## src/rtl/sprite_pkg.sv

```systemverilog
// -----------------------------------------------------------------------------
// sprite_pkg
// Shared definitions for the sprite blitter: the blitter state encoding,
// the palette index width, and the default framebuffer geometry and
// transparency key.
// Ports: none (package).
// -----------------------------------------------------------------------------
package sprite_pkg;

  localparam int PALETTE_IDX_W = 4;

  localparam int DEF_FB_W = 320;
  localparam int DEF_FB_H = 240;

  localparam logic [PALETTE_IDX_W-1:0] DEF_TRANSP_IDX = 4'h0;

  typedef enum logic [1:0] {
    IDLE  = 2'd0,
    RUN   = 2'd1,
    DRAIN = 2'd2,
    DONE  = 2'd3
  } blit_state_t;

endpackage

```

## src/rtl/duck_sprite_blitter.sv

```systemverilog
// -----------------------------------------------------------------------------
// duck_sprite_blitter
// Copies one palette-indexed sprite from the sprite ROM into the indexed
// framebuffer at a requested screen position. The transparency key is not
// written and pixels falling outside the screen are clipped. One pixel per
// cycle with a fixed latency.
//
// Ports:
//   vga_clk      sole clock (posedge)
//   reset        asynchronous, active-high
//   start        draw request, sampled only while idle
//   pos_x/pos_y  sprite top-left position, latched on accept
//   rom_base     first ROM word of the sprite, latched on accept
//   busy         high from accept through the final write
//   done         one-cycle pulse after the final write
//   rom_address  sprite ROM read address (ROM registers it, data next cycle)
//   rom_q        sprite ROM data
//   fb_we/fb_addr/fb_data  framebuffer write port
// -----------------------------------------------------------------------------
module duck_sprite_blitter
  import sprite_pkg::*;
#(
  parameter int SPRITE_W = 68,
  parameter int SPRITE_H = 64,
  parameter int FB_W     = DEF_FB_W,
  parameter int FB_H     = DEF_FB_H,
  parameter int ROM_AW   = 13,
  parameter int FB_AW    = 17,
  parameter logic [PALETTE_IDX_W-1:0] TRANSP_IDX = DEF_TRANSP_IDX
) (
  input  logic                     vga_clk,
  input  logic                     reset,
  input  logic                     start,
  input  logic [9:0]               pos_x,
  input  logic [9:0]               pos_y,
  input  logic [ROM_AW-1:0]        rom_base,
  output logic                     busy,
  output logic                     done,
  output logic [ROM_AW-1:0]        rom_address,
  input  logic [PALETTE_IDX_W-1:0] rom_q,
  output logic                     fb_we,
  output logic [FB_AW-1:0]         fb_addr,
  output logic [PALETTE_IDX_W-1:0] fb_data
);

  localparam int NPIX  = SPRITE_W * SPRITE_H;
  localparam int SX_W  = $clog2(SPRITE_W + 1);
  localparam int SY_W  = $clog2(SPRITE_H + 1);
  localparam int PIX_W = $clog2(NPIX + 1);

  blit_state_t       r_state;
  blit_state_t       w_next;
  logic              w_accept;
  logic              w_last;
  logic              w_sx_wrap;

  logic [SX_W-1:0]   r_sx;
  logic [SY_W-1:0]   r_sy;
  logic [PIX_W-1:0]  r_pix;

  logic [9:0]        r_pos_x;
  logic [9:0]        r_pos_y;
  logic [ROM_AW-1:0] r_base;

  // 11-bit screen coordinates so pos + offset can never wrap
  logic [10:0]       w_x;
  logic [10:0]       w_y;
  logic              w_inb;
  logic [FB_AW-1:0]  w_addr;

  logic              r_vld_p1;
  logic              r_inb_p1;
  logic [FB_AW-1:0]  r_addr_p1;

  assign w_last    = (r_pix == PIX_W'(NPIX - 1));
  assign w_sx_wrap = (r_sx == SX_W'(SPRITE_W - 1));

  always_ff @(posedge vga_clk or posedge reset) begin
    if (reset) r_state <= IDLE;
    else       r_state <= w_next;
  end

  always_comb begin
    w_next   = r_state;
    w_accept = 1'b0;
    busy     = 1'b0;
    done     = 1'b0;
    case (r_state)
      IDLE: begin
        if (start) begin
          w_accept = 1'b1;
          w_next   = RUN;
        end
      end
      RUN: begin
        busy = 1'b1;
        if (w_last) w_next = DRAIN;
      end
      DRAIN: begin
        busy   = 1'b1;
        w_next = DONE;
      end
      DONE: begin
        done   = 1'b1;
        w_next = IDLE;
      end
      default: w_next = IDLE;
    endcase
  end

  // Request parameters only matter while a draw is in flight, so they need no reset
  always_ff @(posedge vga_clk) begin
    if (w_accept) begin
      r_pos_x <= pos_x;
      r_pos_y <= pos_y;
      r_base  <= rom_base;
    end
  end

  always_ff @(posedge vga_clk or posedge reset) begin
    if (reset) begin
      r_sx  <= '0;
      r_sy  <= '0;
      r_pix <= '0;
    end else if (w_accept) begin
      r_sx  <= '0;
      r_sy  <= '0;
      r_pix <= '0;
    end else if (r_state == RUN) begin
      r_pix <= r_pix + 1'b1;
      if (w_sx_wrap) begin
        r_sx <= '0;
        r_sy <= r_sy + 1'b1;
      end else begin
        r_sx <= r_sx + 1'b1;
      end
    end
  end

  assign w_x    = {1'b0, r_pos_x} + 11'(r_sx);
  assign w_y    = {1'b0, r_pos_y} + 11'(r_sy);
  assign w_inb  = (int'(w_x) < FB_W) && (int'(w_y) < FB_H);
  assign w_addr = FB_AW'(int'(w_y) * FB_W + int'(w_x));

  // ---- stage p1: clip flag and framebuffer address, aligned with ROM data ----
  always_ff @(posedge vga_clk or posedge reset) begin
    if (reset) begin
      r_vld_p1  <= 1'b0;
      r_inb_p1  <= 1'b0;
      r_addr_p1 <= '0;
    end else if (r_state == RUN) begin
      r_vld_p1  <= 1'b1;
      r_inb_p1  <= w_inb;
      r_addr_p1 <= w_addr;
    end else begin
      r_vld_p1  <= 1'b0;
    end
  end

  assign rom_address = (r_state == RUN) ? r_base + ROM_AW'(r_pix) : '0;

  assign fb_we   = r_vld_p1 && r_inb_p1 && (rom_q != TRANSP_IDX);
  assign fb_addr = r_addr_p1;
  // Held at zero outside a draw so the port is quiet after reset
  assign fb_data = r_vld_p1 ? rom_q : '0;

endmodule

```

## config.mk

```make
export PLATFORM = sky130hd
export DESIGN_NAME = duck_sprite_blitter
export DESIGN_NICKNAME = d
export VERILOG_FILES = /design/src/rtl/sprite_pkg.sv /design/src/rtl/duck_sprite_blitter.sv
export SDC_FILE = /design/constraint.sdc
export NUM_CORES = 1
export LEC_CHECK = 0
export ABC_AREA = 1
export CAP_MARGIN = 10
export CORE_MARGIN = 4
export CORE_UTILIZATION = 50
export DETAILED_ROUTE_END_ITERATION = 12
export HOLD_SLACK_MARGIN = 0.05
export PLACE_DENSITY = 0.77
export SLEW_MARGIN = 30
export SYNTH_ARGS = -nofsm -noshare
export SYNTH_HDL_FRONTEND = slang
export SYNTH_SLANG_ARGS = --single-unit
```

## constraint.sdc

```tcl
create_clock -name vga_clk -period 3.6 [get_ports vga_clk]
set_input_delay 0.72 -clock vga_clk [delete_from_list [all_inputs] [get_ports vga_clk]]
set_output_delay 0.72 -clock vga_clk [all_outputs]
set_load 0.01 [all_outputs]
```

==> flow_summary_export.csv <==
group,metric,value,unit
die,die_h,112,um
layout,nets,846,
clock_tree,clk_pin_slew,90,ps
power_and_ir_drop,power.switching,3.40,mW
synth,synth_edf_count,33,
power_and_ir_drop,peakVddDrop,0.000899,V
clock_tree,hold_buffers,0,
placement,dp_slack,-61.8,ps
layout,num_antenna_cells,0,
drt,wl,12.1,mm
die,rows,37,
synth,syn_avg_cell_area,8.31,um^2
global_routing,grt_first_pass_wirelength,20.0,mm
power_and_ir_drop,leakage,3.23,nW
die,initial_utilization,52.0,%
setup_path,cp_data_required_time,3880,ps
synth,synth.net_count,750,
power_and_ir_drop,seq_power_share,20.0,%
setup_path,critical_path_class,"reg2reg",
power_and_ir_drop,power_per_cell_area,1060,nW/um^2
clock_tree,clockBufferDepth,2,
clock_tree,cts_tree,"done",
setup_path,arrival,3890,ps
global_routing,overflow,0,
die,die_area,12600,um^2
global_routing,antenna_found_initial,0,
outcome,violations,"negative setup slack",
power_and_ir_drop,share_clk_of_total_power,8.7,%
timing,max-slew-margin-rel,60.0,%
timing,finalClockSkew,8.04,ps
synth,async_reset_ff_share,59.3,%
synth,yosys.area.top_type,"dfrtp_1",
timing,period_share,100,%
timing,max_clock_freq,277,MHz
global_routing,grt_usage,19.0,%
drt,wl_per_cell,13.6,um
synth,synth_top_cells_by_area,"dfrtp_1 22%, edfxtp_1 18%, ha_1 12%",
clock_tree,root_buffer,"clkbuf_8",
power_and_ir_drop,netSwitchingFraction,47.4,%
synth,synth_ff_type,"dfrtp_1",
synth,synthesis.area,5410,um^2
clock_tree,clock_sinks,81,
setup_path,worstPathMaxFanout,4,
timing,fin_crit,3610,ps
timing,finalHoldViolCount,0,
power_and_ir_drop,pwr-share-comb,71.3,%
drt,drt-pass1-iter-count,5,
drt,via_per_inst,5.26,
timing,drv_slew,0,
placement,dpl.cell_count,862,
global_routing,grt_max_degree,49,
drt,antenna_left,0,
layout,area_growth,25.0,%
setup_path,worstPathCellList,"ha_2, inv_2, fa_2, inv_2, nand2_2, nand2_2, nand2_2, xor2_1, ha_1, inv_2, fa_1, inv_2, ha_4, nand2_2, inv_2, nand4_1, nand3_2, nand2_2, nor2_4, nand2_2, nor2_1, nand3_1, a31oi_1",
synth,synth-seq-area-share,40.5,%
power_and_ir_drop,p_int,3.77,mW
layout,fin_cells,888,
drt,drc,0,
synth,ys_ff_latch,81,
layout,layout_commonest_cell,"nand2_1",
min_path,hold_class,"reg2reg",
synth,postSynthCellCount,651,
timing,rsz0062_at_grt,"true",
setup_path,cp_common_cell,"nand2_2",
die,fp.coreArea,10400,um^2
drt,drt_iter0_drc,239,
drt,vias,4673,
timing,finalSetupViolCount,1,
synth,yosysTopAreaCellShare,22.2,%
outcome,status,"complete, but fails checks",
layout,mostFrequentLayoutCells,"133 x nand2_1, 84 x inv_1, 72 x clkdlybuf4s50_1, 48 x dfrtp_1, 45 x nor2_1",
setup_path,slowest_stage,"fa_1",
global_routing,grt_pass1_vias,4555,
setup_path,critPathMaxStageDelay,500,ps
flow_run,maxCapViolCount,0,
setup_path,crit_path_start_kind,"register",
clock_tree,tritoncts.num_buffers,9,
placement,io_buffers,76,
die,ios,77,
power_and_ir_drop,power.total,7.17,mW
clock_tree,clock_latency,350,ps
layout,drive_above_1_share,11.7,%
placement,dp.final_hpwl,8.98,mm
placement,gp_congestion,0.854,
timing,worst-slew-pin-transition,600,ps
clock_tree,htree_levels,3,
timing,layout_setup_ws,-11.2,ps
setup_path,end_kind,"register",
synth,yosysWarnings,0,
synth,ys_types,40,
die,die_w,112,um
per-stage QoR:
step / TNS (ps) / hold slack, ps / util [%] / cell area, um^2
final: -11.2 / 489 / 65.0 / 6770
after global routing: -527 / 518 / 65.0 / 6770
after CTS: 0 / 491 / 63.0 / 6560
after detailed placement: -61.8 / 471 / 61.0 / 6360
after global placement: 0 / 459 / 61.0 / 6350
after floorplan: 0 / 459 / - / 5410
critical path, delay by kind of cell, from the launching register on:
kind	cells	cell delay (ps)
adders and majority gates	5	1660
DFF	1	370
and+or+nand+nor	11	920
AOI/OAI and AO/OA	1	150
buffers and inverters	5	280
xor gates and xnor gates	1	170
sequential cells by signal (all words and copies together), names as in the netlist:
register / flops
fb_addr: 17
r_base: 13
r_inb_p1: 1
r_pix: 13
r_pos_x: 10
r_pos_y: 10
r_state: 2
r_sx: 7
r_sy: 7
r_vld_p1: 1
repair_timing:
action	4_1_cts	5_1_grt
resized for setup	3	41
buffers inserted	1	9
endpoints found under the setup margin	3	10
pin swaps	1	19
layer usage:
metal	wire length, um	share of wire, %	track usage (%)
met4	262	2.2	6.41
met5	0	0	0
met3	589	4.9	3.02
met1	4960	41	22.3
met2	6250	52	35.2
cells by family after synthesis:
family,share of synthesized area (%)
AOI/OAI and AO/OA,10.8
xor gates and xnor gates,4.37
adders and majority gates,14.3
buffers and inverters,7.10
DFF,40.5
and+or+nand+nor,22.9
power groups by stage:
stage / Clock, mW / Sequential [mW] / Combinational [mW]
CTS: 0.635 / 1.43 / 4.41
global route: 0.684 / 1.47 / 5.74
finish: 0.621 / 1.43 / 5.12
floorplan: 0 / 1.46 / 3.18
detailed placement: 0 / 1.45 / 4.31
global placement: 0 / 1.44 / 4.19
final cells by class:
type | instances | area (um^2)
Clock buffer | 11 | 141
Clock inverter | 5 | 38.8
Fill cell | 845 | 3650
Inverter | 93 | 352
Multi-Input combinational cell | 470 | 2980
Sequential cell | 81 | 2190
Tap cell | 136 | 170
Timing Repair Buffer | 92 | 891
cells in the mapped netlist (3+ instances only):
master / number
a21o_1: 3
a21oi_1: 45
clkbuf_1: 4
dfrtp_1: 48
edfxtp_1: 33
fa_1: 5
ha_1: 54
inv_1: 90
nand2_1: 141
nand2_2: 7
nand3_1: 37
nand3_2: 4
nand4_1: 15
nor2_1: 46
nor2_2: 4
nor3_1: 9
nor4_1: 3
o21ai_0: 43
o21bai_1: 3
o22ai_1: 3
xnor2_1: 11
xor2_1: 16
path summary, 6_finish.rpt:
path | startpoint | slack (ps) | depth (start not counted) | endpoint
min in group asynchronous | reset | 790 | 2 | r_pix[11]
max in group asynchronous | reset | 2390 | 2 | fb_addr[14]
worst min-delay path | fb_addr[2] | 490 | 2 | fb_addr[2]
worst min register to register | fb_addr[2] | 490 | 2 | fb_addr[2]
worst max register to register | r_sy[0] | -10 | 23 | fb_addr[15]
worst max-delay path | r_sy[0] | -10 | 23 | fb_addr[15]
No activity file was read; power rests on OpenSTA's default activity.
